==> src/rtl/ray_dispatcher_if.sv <==
// Ray dispatcher bus bundle: rtunit request/response plus the pixel record stream.
//   master = ray_dispatcher, slave = rtunit + downstream pixel sink.
// Handshakes:
//   - rtunit request: valid is a one-cycle pulse carrying origin/dir/tmax. The rtunit
//     signals completion by raising done (held >= 1 cycle). Only the rising edge counts.
//   - pixel stream: pix_valid/pix_ready. A record transfers on a cycle where both are
//     high. While pix_valid is high and pix_ready is low, every pix_* field stays stable.
interface ray_dispatcher_if;
    // rtunit request
    logic        valid;
    logic [31:0] origin_x;
    logic [31:0] origin_y;
    logic [31:0] origin_z;
    logic [31:0] dir_x;
    logic [31:0] dir_y;
    logic [31:0] dir_z;
    logic [31:0] tmax;
    // rtunit response
    logic        done;
    logic        intersected;
    logic [31:0] t;
    logic [31:0] u;
    logic [31:0] v;
    logic [31:0] n_x;
    logic [31:0] n_y;
    logic [31:0] n_z;
    // pixel record stream
    logic        pix_valid;
    logic        pix_ready;
    logic [10:0] pix_row;
    logic [10:0] pix_col;
    logic        pix_hit;
    logic [31:0] pix_t;
    logic [31:0] pix_nx;
    logic [31:0] pix_ny;
    logic [31:0] pix_nz;

    modport master (
        output valid, origin_x, origin_y, origin_z, dir_x, dir_y, dir_z, tmax,
        input  done, intersected, t, u, v, n_x, n_y, n_z,
        output pix_valid, pix_row, pix_col, pix_hit, pix_t, pix_nx, pix_ny, pix_nz,
        input  pix_ready
    );

    modport slave (
        input  valid, origin_x, origin_y, origin_z, dir_x, dir_y, dir_z, tmax,
        output done, intersected, t, u, v, n_x, n_y, n_z,
        input  pix_valid, pix_row, pix_col, pix_hit, pix_t, pix_nx, pix_ny, pix_nz,
        output pix_ready
    );
endinterface

==> src/rtl/ray_dispatcher.sv <==
// ray_dispatcher: scans a WIDTH x HEIGHT grid in raster order, issues one pinhole
// camera ray per pixel to the rtunit, waits for completion and forwards the hit
// result as a pixel record on a valid/ready stream.
// Optional: define RAY_DISPATCHER_TIMEOUT_EN to add a 16-bit WAIT watchdog and a
// one-cycle timeout output pulse.
// dbg_state exposes the FSM state: 0 IDLE, 1 ISSUE, 2 WAIT, 3 OUT, 4 GAP.
module ray_dispatcher #(
    parameter int          WIDTH      = 100,
    parameter int          HEIGHT     = 100,
    parameter int          FOCAL      = 100,
    parameter logic [31:0] ORIGIN_X   = 32'h00000000,
    parameter logic [31:0] ORIGIN_Y   = 32'h00000000,
    parameter logic [31:0] ORIGIN_Z   = 32'h3F800000,
    parameter logic [31:0] TMAX       = 32'h7F7FFFFF,
    parameter int          GAP_CYCLES = 5
) (
    input  logic             clk,
    input  logic             reset,
    input  logic             start,
    output logic             busy,
    output logic             frame_done,
    output logic [2:0]       dbg_state,
    ray_dispatcher_if.master rt
`ifdef RAY_DISPATCHER_TIMEOUT_EN
    ,
    output logic             timeout
`endif
);

    typedef enum logic [2:0] {
        IDLE  = 3'd0,
        ISSUE = 3'd1,
        WAIT  = 3'd2,
        OUT   = 3'd3,
        GAP   = 3'd4
    } state_t;

    state_t      state;
    logic [10:0] i;
    logic [10:0] j;
    logic [10:0] i_adv;
    logic [10:0] j_adv;
    logic        last_pix;
    logic [7:0]  gap_cnt;
    logic        done_q;
    logic        done_rise;
    logic        unused_uv;

`ifdef RAY_DISPATCHER_TIMEOUT_EN
    logic [15:0] wdog;
`endif

    // Exact int -> IEEE single for |v| < 2^24: no rounding is ever needed.
    function automatic logic [31:0] int_to_float(input logic signed [31:0] v);
        logic [31:0] mag;
        logic [22:0] mant;
        logic [4:0]  msb;
        logic [7:0]  expo;
        mag = v[31] ? 32'(-v) : 32'(v);
        msb = 5'd0;
        for (int k = 0; k < 24; k++) begin
            if (mag[k]) msb = 5'(k);
        end
        mant = 23'(mag << (5'd23 - msb));
        expo = 8'd127 + 8'(msb);
        if (mag == 32'd0) return 32'd0;
        return {v[31], expo, mant};
    endfunction

    // dx = 2j - (WIDTH-1)
    function automatic logic [31:0] dir_x_of(input logic [10:0] col);
        logic signed [31:0] d;
        d = $signed({20'd0, col, 1'b0}) - 32'(WIDTH - 1);
        return int_to_float(d);
    endfunction

    // dy = (HEIGHT-1) - 2i
    function automatic logic [31:0] dir_y_of(input logic [10:0] row);
        logic signed [31:0] d;
        d = 32'(HEIGHT - 1) - $signed({20'd0, row, 1'b0});
        return int_to_float(d);
    endfunction

    localparam logic [31:0] DIR_Z = int_to_float(32'(-FOCAL));

    assign rt.origin_x = ORIGIN_X;
    assign rt.origin_y = ORIGIN_Y;
    assign rt.origin_z = ORIGIN_Z;
    assign rt.tmax     = TMAX;
    assign dbg_state   = state;
    assign done_rise   = rt.done & ~done_q;
    assign unused_uv   = ^{rt.u, rt.v};

    // Raster advance: next column, wrapping to the start of the next row.
    always_comb begin
        last_pix = (i == 11'(HEIGHT - 1)) && (j == 11'(WIDTH - 1));
        i_adv    = i;
        j_adv    = j + 11'd1;
        if (j == 11'(WIDTH - 1)) begin
            j_adv = 11'd0;
            i_adv = i + 11'd1;
        end
    end

    // Dispatcher FSM; every output is registered and set on the edge entering its state.
    always_ff @(posedge clk) begin
        if (reset) begin
            state      <= IDLE;
            i          <= 11'd0;
            j          <= 11'd0;
            gap_cnt    <= 8'd0;
            done_q     <= 1'b0;
            busy       <= 1'b0;
            frame_done <= 1'b0;
            rt.valid   <= 1'b0;
            rt.dir_x   <= 32'd0;
            rt.dir_y   <= 32'd0;
            rt.dir_z   <= 32'd0;
            rt.pix_valid <= 1'b0;
            rt.pix_row <= 11'd0;
            rt.pix_col <= 11'd0;
            rt.pix_hit <= 1'b0;
            rt.pix_t   <= 32'd0;
            rt.pix_nx  <= 32'd0;
            rt.pix_ny  <= 32'd0;
            rt.pix_nz  <= 32'd0;
`ifdef RAY_DISPATCHER_TIMEOUT_EN
            wdog       <= 16'd0;
            timeout    <= 1'b0;
`endif
        end else begin
            done_q     <= rt.done;
            frame_done <= 1'b0;
            rt.valid   <= 1'b0;
`ifdef RAY_DISPATCHER_TIMEOUT_EN
            timeout    <= 1'b0;
`endif
            case (state)
                IDLE: begin
                    if (start) begin
                        i        <= 11'd0;
                        j        <= 11'd0;
                        busy     <= 1'b1;
                        rt.valid <= 1'b1;
                        rt.dir_x <= dir_x_of(11'd0);
                        rt.dir_y <= dir_y_of(11'd0);
                        rt.dir_z <= DIR_Z;
                        state    <= ISSUE;
                    end
                end
                ISSUE: begin
`ifdef RAY_DISPATCHER_TIMEOUT_EN
                    wdog  <= 16'd0;
`endif
                    state <= WAIT;
                end
                WAIT: begin
                    if (done_rise) begin
                        rt.pix_valid <= 1'b1;
                        rt.pix_row   <= i;
                        rt.pix_col   <= j;
                        rt.pix_hit   <= rt.intersected;
                        rt.pix_t     <= rt.t;
                        rt.pix_nx    <= rt.n_x;
                        rt.pix_ny    <= rt.n_y;
                        rt.pix_nz    <= rt.n_z;
                        state        <= OUT;
                    end
`ifdef RAY_DISPATCHER_TIMEOUT_EN
                    else if (wdog == 16'hFFFF) begin
                        rt.pix_valid <= 1'b1;
                        rt.pix_row   <= i;
                        rt.pix_col   <= j;
                        rt.pix_hit   <= 1'b0;
                        rt.pix_t     <= 32'd0;
                        rt.pix_nx    <= 32'd0;
                        rt.pix_ny    <= 32'd0;
                        rt.pix_nz    <= 32'd0;
                        timeout      <= 1'b1;
                        state        <= OUT;
                    end else begin
                        wdog <= wdog + 16'd1;
                    end
`endif
                end
                OUT: begin
                    if (rt.pix_ready) begin
                        rt.pix_valid <= 1'b0;
                        if (last_pix) begin
                            frame_done <= 1'b1;
                            busy       <= 1'b0;
                            state      <= IDLE;
                        end else begin
                            i <= i_adv;
                            j <= j_adv;
                            if (GAP_CYCLES == 0) begin
                                rt.valid <= 1'b1;
                                rt.dir_x <= dir_x_of(j_adv);
                                rt.dir_y <= dir_y_of(i_adv);
                                rt.dir_z <= DIR_Z;
                                state    <= ISSUE;
                            end else begin
                                gap_cnt <= 8'd0;
                                state   <= GAP;
                            end
                        end
                    end
                end
                GAP: begin
                    if (gap_cnt == 8'(GAP_CYCLES - 1)) begin
                        rt.valid <= 1'b1;
                        rt.dir_x <= dir_x_of(j);
                        rt.dir_y <= dir_y_of(i);
                        rt.dir_z <= DIR_Z;
                        state    <= ISSUE;
                    end else begin
                        gap_cnt <= gap_cnt + 8'd1;
                    end
                end
                default: state <= IDLE;
            endcase
        end
    end

endmodule

==> src/flat_wrapper.sv <==
// flat-port wrapper written by rule: the top's interface ports become plain ports
module ray_dispatcher_flat 
#(
    parameter int          WIDTH      = 100,
    parameter int          HEIGHT     = 100,
    parameter int          FOCAL      = 100,
    parameter logic [31:0] ORIGIN_X   = 32'h00000000,
    parameter logic [31:0] ORIGIN_Y   = 32'h00000000,
    parameter logic [31:0] ORIGIN_Z   = 32'h3F800000,
    parameter logic [31:0] TMAX       = 32'h7F7FFFFF,
    parameter int          GAP_CYCLES = 5
)
  (clk, reset, start, busy, frame_done, dbg_state, rt_valid, rt_origin_x, rt_origin_y, rt_origin_z, rt_dir_x, rt_dir_y, rt_dir_z, rt_tmax, rt_done, rt_intersected, rt_t, rt_u, rt_v, rt_n_x, rt_n_y, rt_n_z, rt_pix_valid, rt_pix_row, rt_pix_col, rt_pix_hit, rt_pix_t, rt_pix_nx, rt_pix_ny, rt_pix_nz, rt_pix_ready);
  ray_dispatcher_if rt_i ();
  input  logic clk;
  input  logic reset;
  input  logic start;
  output logic busy;
  output logic frame_done;
  output logic [2:0] dbg_state;
  output wire logic [$bits(rt_i.valid)-1:0] rt_valid;
  output wire logic [$bits(rt_i.origin_x)-1:0] rt_origin_x;
  output wire logic [$bits(rt_i.origin_y)-1:0] rt_origin_y;
  output wire logic [$bits(rt_i.origin_z)-1:0] rt_origin_z;
  output wire logic [$bits(rt_i.dir_x)-1:0] rt_dir_x;
  output wire logic [$bits(rt_i.dir_y)-1:0] rt_dir_y;
  output wire logic [$bits(rt_i.dir_z)-1:0] rt_dir_z;
  output wire logic [$bits(rt_i.tmax)-1:0] rt_tmax;
  input wire logic [$bits(rt_i.done)-1:0] rt_done;
  input wire logic [$bits(rt_i.intersected)-1:0] rt_intersected;
  input wire logic [$bits(rt_i.t)-1:0] rt_t;
  input wire logic [$bits(rt_i.u)-1:0] rt_u;
  input wire logic [$bits(rt_i.v)-1:0] rt_v;
  input wire logic [$bits(rt_i.n_x)-1:0] rt_n_x;
  input wire logic [$bits(rt_i.n_y)-1:0] rt_n_y;
  input wire logic [$bits(rt_i.n_z)-1:0] rt_n_z;
  output wire logic [$bits(rt_i.pix_valid)-1:0] rt_pix_valid;
  output wire logic [$bits(rt_i.pix_row)-1:0] rt_pix_row;
  output wire logic [$bits(rt_i.pix_col)-1:0] rt_pix_col;
  output wire logic [$bits(rt_i.pix_hit)-1:0] rt_pix_hit;
  output wire logic [$bits(rt_i.pix_t)-1:0] rt_pix_t;
  output wire logic [$bits(rt_i.pix_nx)-1:0] rt_pix_nx;
  output wire logic [$bits(rt_i.pix_ny)-1:0] rt_pix_ny;
  output wire logic [$bits(rt_i.pix_nz)-1:0] rt_pix_nz;
  input wire logic [$bits(rt_i.pix_ready)-1:0] rt_pix_ready;
  assign rt_valid = rt_i.valid;
  assign rt_origin_x = rt_i.origin_x;
  assign rt_origin_y = rt_i.origin_y;
  assign rt_origin_z = rt_i.origin_z;
  assign rt_dir_x = rt_i.dir_x;
  assign rt_dir_y = rt_i.dir_y;
  assign rt_dir_z = rt_i.dir_z;
  assign rt_tmax = rt_i.tmax;
  assign rt_i.done = rt_done;
  assign rt_i.intersected = rt_intersected;
  assign rt_i.t = rt_t;
  assign rt_i.u = rt_u;
  assign rt_i.v = rt_v;
  assign rt_i.n_x = rt_n_x;
  assign rt_i.n_y = rt_n_y;
  assign rt_i.n_z = rt_n_z;
  assign rt_pix_valid = rt_i.pix_valid;
  assign rt_pix_row = rt_i.pix_row;
  assign rt_pix_col = rt_i.pix_col;
  assign rt_pix_hit = rt_i.pix_hit;
  assign rt_pix_t = rt_i.pix_t;
  assign rt_pix_nx = rt_i.pix_nx;
  assign rt_pix_ny = rt_i.pix_ny;
  assign rt_pix_nz = rt_i.pix_nz;
  assign rt_i.pix_ready = rt_pix_ready;
  ray_dispatcher #(.WIDTH(WIDTH), .HEIGHT(HEIGHT), .FOCAL(FOCAL), .ORIGIN_X(ORIGIN_X), .ORIGIN_Y(ORIGIN_Y), .ORIGIN_Z(ORIGIN_Z), .TMAX(TMAX), .GAP_CYCLES(GAP_CYCLES)) u_core (.clk(clk), .reset(reset), .start(start), .busy(busy), .frame_done(frame_done), .dbg_state(dbg_state), .rt(rt_i));
endmodule
==> config.mk <==
export PLATFORM = sky130hd
export DESIGN_NAME = ray_dispatcher_flat
export DESIGN_NICKNAME = d
export VERILOG_FILES = /design/src/rtl/ray_dispatcher_if.sv /design/src/rtl/ray_dispatcher.sv /design/src/flat_wrapper.sv
export SDC_FILE = /design/constraint.sdc
export NUM_CORES = 1
export LEC_CHECK = 0
export ABC_AREA = 1
export BUFFER_PORTS_ARGS = -buffer_cell sky130_fd_sc_hd__buf_2
export CELL_PAD_IN_SITES_DETAIL_PLACEMENT = 0
export CELL_PAD_IN_SITES_GLOBAL_PLACEMENT = 1
export CORE_ASPECT_RATIO = 0.5
export CORE_UTILIZATION = 29
export CTS_CLUSTER_DIAMETER = 150
export DETAILED_ROUTE_END_ITERATION = 10
export PLACE_DENSITY = 0.88
export SYNTH_ARGS = -nofsm -noshare
export SYNTH_HDL_FRONTEND = slang
export SYNTH_SLANG_ARGS = --single-unit
==> constraint.sdc <==
create_clock -name clk -period 2.7 [get_ports clk]
set_clock_uncertainty 0.1 [all_clocks]
set_input_delay 0.405 -clock clk [delete_from_list [all_inputs] [get_ports clk]]
set_output_delay 0.405 -clock clk [all_outputs]
set_load 0.02 [all_outputs]
==> results.md, run 1 <==
- Area after DPL: 0.0139 mm^2
- Critical path endpoint category: flip-flop
- N_diodes: 0
- Cell count after synthesis: 1,582
- Switching fraction of total power: a little under two fifths
- Internal: about 7.4 mW
- Max-Slew Margin vs Limit: 64.1%
- DR iter-0 viols: 514
- CP Class: flip-flop to flip-flop
- Layout Nets: around 2,300
- First-pass GRT wire length: 51,800 um
- Crit path cell chain: inv_2 > ha_4 > nand2_2 > nand2_4 > nand3_4 > nand2_2 > xnor2_2 > buf_4 > nand2_1 > nand2_1 > nand2_2 > nand2_4 > nand2_4 > ha_2 > o31ai_2 > inv_1 > nand3_1 > a21oi_1
- Unique masters post-synth: 53
- Minimum clock period: 2560 ps
- RSZ-0062 raised after global routing: yes
- Max-cap violations: 0
- Combinational Power Share: 31.3%
- Final Wtd Congestion: 0.897
- Vias in the first global route: 9,641
- Largest net degree at the start of global routing: 68
- Sequential element share of the synthesized area: between 40% and 50%
- Drt wl/cell: between 10 and 15 um
- Crit path largest cell delay: 340 ps
- Main flop type after synthesis: dfxtp_1
- Reg clk slew, reported paths: ~70 ps
- Synth warnings: 0
- Largest cells by area after synthesis: dfxtp_1 (43%), nor2_1 (11%), buf_4 (10%), o21ai_0 (7.9%), nand2_1 (6.0%)
- WP data required: just over 3000 ps
- Fmax: around 390 MHz
- Vias: around 11,000
- Total gr overflow: 0
- CP startpoint kind: flip-flop
- Post-synth EDFFs: 0
- Port buffer count: 361
- Post-DP HPWL: 25,600 um
- Antenna violations before repair: 0
- Area growth, synth to finish: 35.0%
- IO Pins: 580
- Switching power: 4.32 mW
- Lkg Pwr: approximately 7.6 nW
- Area share of the largest cell type after synthesis: 42.7%
- CTS root buffer: clkbuf_16
- CTS tree: yes
- Total power: 11.7 mW
- Initial core utilization: 29.9%
- DR vias/cell: 4.31
- Slew @ Worst Pin: 532 ps
- Final Slew Violations: 0
- Min-Delay Path Class: input port to flip-flop
- # setup viols final: 0
- Std cell rows: ~50
- Post-synthesis cell area: roughly 0.012 mm^2
- Critical Path Slowest Stage Cell: dfxtp_2
- Worst EP arrival: 2890 ps
- Worst-Skew Late Latency: 560 ps
- Total Wirelength: 35,500 um
- Core Footprint: approximately 0.04 mm^2
- Register share of total power: 38.3%
- Cell Pwr Density: 736 mW/mm^2
- Final Hold Fails: 0
- Sink Count: 252
- Final core occ: 40.3%
- Num CTS Buffers: 25
- Syn_area_per_cell: 7.46 um^2
- CTS H-tree lvls: 1
- Die height: 145 um
- Die area: 0.0416 mm^2
- Longest Clk Path Bufs: 3
- Tot GR Track Use: approximately 15%
- Post-route clock period utilization: 95.0%
- Critical path fanouts, max: 7
- Die W: 287 um
- Yosys top cell by area: dfxtp_1
- DRT Pass-1 Iters: 5
- Clock power frac: 30.4%
- Status: completed
- Synth async-reset ratio: 0%
- DRC violations left: 0
- Max VDD drop: 0.473 mV
- Most frequent cell after synthesis: nor2_1
- ANT nets after route: 0
- Layout cell share with drive strength beyond 1: approximately 30%
- #FFs+latches synth: between 200 and 300
- Post-synth top cells: nor2_1 (334), dfxtp_1 (252), nand2_1 (188)
- Cell area after layout: 0.0159 mm^2
==> stage by stage <==
step / hold slack (ps) / TNS [ps] / setup slack (ps) / instances
floorplan: 343 / 0 / 11.9 / 1734
global placement: 328 / 0 / 27.7 / 2461
detailed placement: 330 / -56.2 / -27.1 / 2461
CTS: 0.119 / 0 / 4.27 / 2573
global route: 5.73 / -525 / -74.6 / 2597
finish: 25.1 / 0 / 136 / 2597
==> cell families (layout without fill, tap and decap cells) <==
logic type / count (synthesis) / in the layout / synth area share, %
fa+ha+maj: 14 / 14 / 1.48
compound gates: 294 / 294 / 13.4
buf+inv: 335 / 665 / 16.1
flops: 252 / 252 / 42.7
other cells: 2 / 154 / 0.0636
xor+xnor: 17 / 17 / 1.80
simple gates: 668 / 671 / 24.5
==> path summary, 6_finish.rpt <==
kind,start,endpoint,slack (ps),cells past startpoint
min reg2reg,u_core.rt.dir_x[6],u_core.rt.dir_x[6],340,2
max,u_core.i[1],u_core.rt.dir_y[20],140,18
min,rt_n_x[10],u_core.rt.pix_nx[10],30,3
max reg2reg,u_core.i[1],u_core.rt.dir_y[20],140,18
==> sequential cells by signal, indices dropped and copies added (netlist names), 3 cells and up <==
register	count
u_core.rt.dir_x	31
u_core.j	11
u_core.dbg_state	3
u_core.rt.dir_y	31
u_core.rt.pix_row	11
u_core.rt.pix_col	11
u_core.rt.pix_ny	32
u_core.i	11
u_core.gap_cnt	8
u_core.rt.pix_nx	32
u_core.rt.pix_nz	32
u_core.rt.pix_t	32
==> layout by cell type (no fill, tap or decap), drive strengths merged, types with 2 or more instances in the layout <==
cell and n:
dlygate4sd3 66, clkinvlp 4, nor3b 3, o31ai 3, nor4 5, xnor2 5, a21oi 79, o21ai 189
buf 450, nand4 10, xor2 12, o22ai 2, nor3 15, ha 14, nand3 79, dfxtp 252
nand2 211, clkbuf 36, o21bai 4, conb 154, clkinv 4, o221ai 2, nor2 345, o211ai 2
a31oi 5, inv 104, a211oi 3
==> cell type report <==
type | instances | area (um^2)
Fill cell | 4057 | 23600
Tap cell | 530 | 663
Inverter | 103 | 407
Timing Repair Buffer | 516 | 3230
Clock buffer | 36 | 727
Clock inverter | 10 | 104
Sequential cell | 252 | 5050
Multi-Input combinational cell | 1150 | 5740
==> per-layer routing <==
| layer | up-vias | track usage, % | share of wire, % |
|---|---|---|---|
| li1 | 5704 | - | - |
| met1 | 5201 | 20.5 | 45 |
| met2 | 225 | 25.9 | 49 |
| met3 | 55 | 2.22 | 3.4 |
| met4 | 0 | 4.12 | 2.3 |
| met5 | - | 0 | 0 |
==> what timing repair did <==
action | 4_1_cts | 5_1_grt
buffers inserted | 0 | 21
resized for setup | 1 | 80
hold endpoints to repair | 66 | 0
pin swaps | 0 | 29
hold buffers | 66 | 0
gates cloned | 0 | 3
setup endpoints to repair | 3 | 31
==> critical path: cells and delay by family (launching register included) <==
| family | cells | cell delay, ps |
|---|---|---|
| simple gates | 10 | 850 |
| fa+ha+maj | 2 | 370 |
| flops | 1 | 340 |
| compound gates | 2 | 270 |
| buf+inv | 3 | 260 |
| xor+xnor | 1 | 240 |
==> power by group through the flow <==
stage          logic (mW)  registers [mW]  clock network (mW)
2_1_floorplan        1.88            5.14                   0
3_3_place_gp         3.48            4.55                   0
3_5_place_dp         3.50            4.57                   0
4_1_cts              3.59            4.49                3.66
5_1_grt              4.00            4.55                3.80
6_report             3.67            4.49                3.56
Note: power is estimated with default switching activity, not from simulation.
==> inputs of run 2 (changes only) <==
Settings changed: CORE_AREA from default to 2 2 226 228, CORE_ASPECT_RATIO 0.5 to default, CORE_UTILIZATION 29 to default, DIE_AREA from default to 0 0 228 230, PLACE_DENSITY 0.88 to 0.74, REMOVE_ABC_BUFFERS from default to 1.
Clock period 2.7 ns to 2.81 ns, I/O delays scaled along.
==> run 2 against run 1 <==
Against the previous run: core utilization is 7.4 points lower; largest cell class unchanged; flip-flop and latch count did not move; worst setup slack better by 29 ps; critical path depth decreased by 1; sequential power is 4% lower; critical path type unchanged; combinational power fell by 3%; hold slack gained 5.8 ps; non-clock buffer count is 27 higher; final cell count increased by 6.8%.
==> results.md, run 2 (same netlist as run 1, synthesis figures left out) <==
- Status: completed
- Vias: 11,400 (+1.9%)
- N_diodes: 0 (unchanged)
- IO Pins: 580 (unchanged)
- CTS root buffer: clkbuf_16
- Critical Path Slowest Stage Cell: dfxtp_1
- Cell Pwr Density: 736 mW/mm^2 (+0.10%)
- Die W: 228 um (-21%)
- Total power: 12.1 mW (+3.0%)
- Antenna violations before repair: 1 (+1)
- Worst EP arrival: 3000 ps (+110 ps)
- CTS H-tree lvls: 1 (unchanged)
- Post-DP HPWL: 27,100 um (+5.8%)
- Post-route clock period utilization: 94.1% (-0.84 points)
- Reg area: 0.00505 mm^2 (about the same)
- Crit path largest cell delay: 310 ps (-30 ps)
- Std cell rows: 82 (+61%)
- CP Class: flip-flop to flip-flop
- Layout cell share with drive strength beyond 1: 27.8% (-2.0 points)
- Cell area after layout: 0.0164 mm^2 (+2.9%)
- Drt wl/cell: 13.4 um (-1.9%)
- Area growth, synth to finish: 38.9%
- Reg clk slew, reported paths: 60 ps (about the same)
- Max VDD drop: 0.384 mV (-19%)
- Die height: 230 um (+59%)
- CP startpoint kind: flip-flop
- Tot GR Track Use: 13.3% (-2.1 points)
- Setup TNS: 0 ps (unchanged)
- Most common cell after layout, fill and taps aside: buf_2
- Filler cell count: 5,358 (+32%)
- Crit path cell chain: inv_1 > ha_2 > nand2_4 > nand2_4 > nand2_4 > buf_4 > xnor2_2 > nand2_2 > a21oi_1 > nor2_1 > o21ai_4 > inv_4 > ha_1 > inv_1 > o21ai_0 > o221ai_1 > inv_1
- Worst Path Buf+Inv: 5 (+2)
- Slew @ Worst Pin: 638 ps (+106 ps)
- Multi-input logic area: 0.00554 mm^2 (-3.6%)
- RSZ-0062 raised after global routing: yes
- Lkg Pwr: 7.82 nW (+2.5%)
- DR vias/cell: 4.11 (-4.6%)
- Worst Slack Setup Final: 165 ps (+29.0 ps)
- Largest net degree at the start of global routing: 87 (+28%)
- CTS tree: yes
- Area after DPL: 0.0142 mm^2 (+2.2%)
- Vias in the first global route: 10,600 (+10%)
- Inst Count DP: 2,620 (+6.5%)
- Layout Nets: 2,291 (+1.4%)
- Minimum clock period: 2640 ps (+80.9 ps)
- Worst Hold Margin: 30.9 ps (+5.78 ps)
- # setup viols final: 0 (unchanged)
- Commonest non-fill, non-tap cells in the layout: buf_2 (361), nor2_1 (330), dfxtp_1 (250)
- Worst-Skew Late Latency: 560 ps (about the same)
- Longest Clk Path Bufs: 3 (unchanged)
- Port buffer count: 361 (unchanged)
- Min-Delay Path Class: input port to flip-flop
- Die area: 0.0524 mm^2 (+26%)
- DRT Pass-1 Iters: 4 (-1)
- DRC violations left: 0 (unchanged)
- First-pass GRT wire length: 57,300 um (+11%)
- Max-cap violations: 0 (unchanged)
- Non-filler cells, final: 2,774 (+6.8%)
- WP data required: 3160 ps (+140 ps)
- Final Slew Violations: 0 (unchanged)
- Max-Slew Margin vs Limit: 57.0% (-7.1 points)
- Fmax: 378 MHz (-3.1%)
- Delay-heaviest family, CP: compound AO/OA/AOI/OAI gates
- ANT nets after route: 0 (unchanged)
- Critical path endpoint category: flip-flop
- Critical path fanouts, max: 9 (+2)
- DR iter-0 viols: 437 (-15%)
- DP Worst Slack: 127 ps (+154 ps)
- Num CTS Buffers: 30 (+20%)
- Core Footprint: 0.0499 mm^2 (+26%)
- Final core occ: 32.9% (-7.4 points)
- Sink Count: 252 (unchanged)
- Total gr overflow: 0 (unchanged)
- Final Hold Fails: 0 (unchanged)
- Final Wtd Congestion: 0.867 (-3.4%)
- Total Wirelength: 37,300 um (+4.8%)
- Initial core utilization: 23.7% (-6.2 points)
==> run 2: cell type report <==
class,instances,area share [%]
clock buffers,43,5.43
clock inverters,12,1.22
inverters,103,2.42
multi-input cells,1149,33.8
flip-flops and latches,252,30.8
well taps,672,5.13
repair buffers,543,21.2
==> run 2: worst register-to-register path, stage by stage, from the launching register on <==
cell,delay (ps)
dfxtp_1,310
inv_1,80
ha_2,210
nand2_4,60
nand2_4,80
nand2_4,90
buf_4,170
xnor2_2,210
nand2_2,100
a21oi_1,120
nor2_1,80
o21ai_4,220
inv_4,90
ha_1,240
inv_1,70
o21ai_0,80
o221ai_1,160
inv_1,60
==> run 2: final timing paths <==
check / startpoint / end / slack (ps) / cells after the start
worst min register to register: u_core.rt.dir_y[7] / u_core.rt.dir_y[7] / 340 / 2
worst max register to register: u_core.j[2] / u_core.rt.dir_x[25] / 170 / 17
worst max-delay path: u_core.j[2] / u_core.rt.dir_x[25] / 170 / 17
worst min-delay path: rt_n_x[9] / u_core.rt.pix_nx[9] / 30 / 3
==> run 2: what timing repair did <==
item	4_1_cts	5_1_grt
setup buffers	0	5
gates resized for setup	0	24
hold endpoints to repair	92	0
hold buffers	92	0
endpoints found under the setup margin	0	21
==> run 2: metal layers <==
metal	GRT usage, %	vias to the layer above	routed length [um]
met2	23.2	333	17900
li1	-	5769	-
met3	3.17	60	2530
met5	0	-	0
met4	4.58	0	1010
met1	16.0	5230	15800
==> run 2: report_power, final <==
group / switching, mW / internal (mW)
registers: 0.258 / 4.06
logic: 2.41 / 1.16
clock network: 1.54 / 2.65
==> inputs of run 3 (changes only) <==
Settings changed: RECOVER_POWER from default to 100.
==> run 3 against run 2 <==
Against the previous run: worst setup slack gained 1.4 ps; non-clock buffer count is the same; count of clock-buffer cells in the layout is the same; register-to-register slack is essentially flat; routed wire length grew 0.32%; final cell count is the same; global-route usage is the same; core utilization shrank 0.57 points; fmax is essentially flat; critical endpoint unchanged.
==> results.md, run 3 (same netlist as run 1, synthesis figures left out) <==
- N_diodes: 0 (unchanged)
- Layout Nets: 2,291 (unchanged)
- Reg2Reg Setup Slack: 170 ps (about the same)
- Post-DP HPWL: 27,100 um (unchanged)
- DR iter-0 viols: 443 (+1.4%)
- DRC violations left: 0 (unchanged)
- Layout cell share with drive strength beyond 1: 17.0% (-11 points)
- Num CTS Buffers: 30 (unchanged)
- Antenna violations before repair: 1 (unchanged)
- Total Wirelength: 37,400 um (+0.32%)
- Largest net degree at the start of global routing: 87 (unchanged)
- Vias in the first global route: 10,600 (unchanged)
- Worst Path Buf+Inv: 5 (unchanged)
- Cell Pwr Density: 742 mW/mm^2 (+0.78%)
- Die height: 230 um (unchanged)
- R2R cell count: 17 (unchanged)
- Crit path from: u_core.j[2]
- Delay-heaviest family, CP: compound AO/OA/AOI/OAI gates
- Final Wtd Congestion: 0.867 (unchanged)
- Reg-to-reg endpoint: u_core.rt.dir_x[25]
- DP Worst Slack: 127 ps (unchanged)
- Std cell rows: 82 (unchanged)
- Core Footprint: 0.0499 mm^2 (unchanged)
- Commonest non-fill, non-tap cells in the layout: nor2_1 (330), dfxtp_1 (250), clkbuf_1 (232)
- Status: completed
- Worst Hold Endpoint: u_core.rt.pix_nx[9]
- Area growth, synth to finish: 36.5%
- Tot GR Track Use: 13.3% (unchanged)
- # setup viols final: 0 (unchanged)
- Final core occ: 32.3% (-0.57 points)
- CP Class: flip-flop to flip-flop
- Post-route clock period utilization: 94.1% (about the same)
- Setup TNS: 0 ps (unchanged)
- First-pass GRT wire length: 57,300 um (unchanged)
- Worst r2r src: u_core.j[2]
- DR vias/cell: 4.12 (+0.39%)
- Crit path largest cell delay: 310 ps (about the same)
- Slew @ Worst Pin: 647 ps (+8.94 ps)
- CTS H-tree lvls: 1 (unchanged)
- CP startpoint kind: flip-flop
- Die W: 228 um (unchanged)
- Fmax: 378 MHz (about the same)
- Worst Slack Setup Final: 167 ps (+1.36 ps)
- Worst EP arrival: 2990 ps (about the same)
- CTS root buffer: clkbuf_16
- Port buffer count: 361 (unchanged)
- RSZ-0062 raised after global routing: yes
- Total gr overflow: 0 (unchanged)
- Lkg Pwr: 6.87 nW (-12%)
- Critical path endpoint category: flip-flop
- Final Hold Fails: 0 (unchanged)
- Max-Slew Margin vs Limit: 57.0% (about the same)
- WP data required: 3160 ps (about the same)
- Max VDD drop: 0.385 mV (+0.32%)
- ANT nets after route: 0 (unchanged)
- Critical Path Slowest Stage Cell: dfxtp_1
- Worst-Skew Late Latency: 560 ps (about the same)
- Reg clk slew, reported paths: 60 ps (about the same)
- CTS tree: yes
- Worst hold stages: 3 (unchanged)
- Most common cell after layout, fill and taps aside: nor2_1
- Sink Count: 252 (unchanged)
- Max-cap violations: 0 (unchanged)
- Final Slew Violations: 0 (unchanged)
- Longest Clk Path Bufs: 3 (unchanged)
- Minimum clock period: 2640 ps (-1.36 ps)
- DRT Pass-1 Iters: 4 (unchanged)
- Crit path cell chain: inv_1 > ha_2 > nand2_4 > nand2_4 > nand2_4 > buf_4 > xnor2_2 > nand2_2 > a21oi_1 > nor2_1 > o21ai_4 > inv_4 > ha_1 > inv_1 > o21ai_0 > o221ai_1 > inv_1
- IO Pins: 580 (unchanged)
- Hold Crit Start: rt_n_x[9]
- Drt wl/cell: 13.5 um (+0.32%)
- Min-Delay Path Class: input port to flip-flop
- Critical path fanouts, max: 9 (unchanged)
- Vias: 11,400 (+0.39%)
- Initial core utilization: 23.7% (unchanged)
- Die area: 0.0524 mm^2 (unchanged)
run 3: changes by cell type in the layout (fill, tap and decap cells not counted), sizes merged:
cell	delta
buf	-227
clkbuf	+227
run 3: timing repair:
action,4_1_cts,5_1_grt
buffers inserted,0,5
hold endpoints to repair,92,0
gates resized for setup,0,24
hold buffers,92,0
endpoints found under the setup margin,0,21
run 3: final cells by class:
class                      count  area [um^2]
multi-input combinational   1149         5540
tap                          672          841
timing repair buffer         543         3200
clock inverter                12          200
clock buffer                  43          891
sequential                   252         5050
fill                        5449        33800
inverter                     103          397
run 3: how the worst max path moves through the flow:
stage	endpoint	slack [ps]	cells after the start
3_5_place_dp	u_core.rt.dir_x[25]	130	17
4_1_cts	u_core.rt.dir_x[25]	110	17
6_report	u_core.rt.dir_x[25]	170	17
3_3_place_gp	u_core.rt.dir_y[26]	130	17
2_1_floorplan	u_core.rt.pix_col[0]	-2680	7
5_1_grt	u_core.rt.dir_y[18]	-60	23
run 3: stage by stage:
| stage | area, um^2 | hold WS [ps] | cells | total power, mW |
|---|---|---|---|---|
| after global routing | 16100 | 11.5 | 2774 | 12.7 |
| after global placement | 14200 | 330 | 2620 | 7.85 |
| after floorplan | 10900 | 343 | 1502 | 6.51 |
| after CTS | 16300 | 0.560 | 2767 | 12.3 |
| final | 16100 | 28.1 | 2774 | 12.0 |
| after detailed placement | 14200 | 330 | 2620 | 7.90 |
run 3: per-layer routing:
metal / share of wire, % / up-vias / track usage, %
met5: 0 / - / 0
met4: 2.7 / 0 / 4.58
met3: 7.1 / 60 / 3.17
met2: 48 / 352 / 23.2
met1: 42 / 5248 / 16.0
li1: - / 5776 / -
run 3: tightest hold or removal path, delay by kind of cell:
| family | cells | cell delay (ps) |
|---|---|---|
| and+or+nand+nor | 1 | 80 |
| buffers and inverters | 1 | 80 |
| AOI/OAI and AO/OA | 1 | 70 |
run 3: report_power, final:
part | switching, mW | internal [mW] | total, mW
Combinational | 2.41 | 1.02 | 3.43
Clock | 1.54 | 2.65 | 4.19
Sequential | 0.273 | 4.06 | 4.33
Total | 4.22 | 7.73 | 12.0
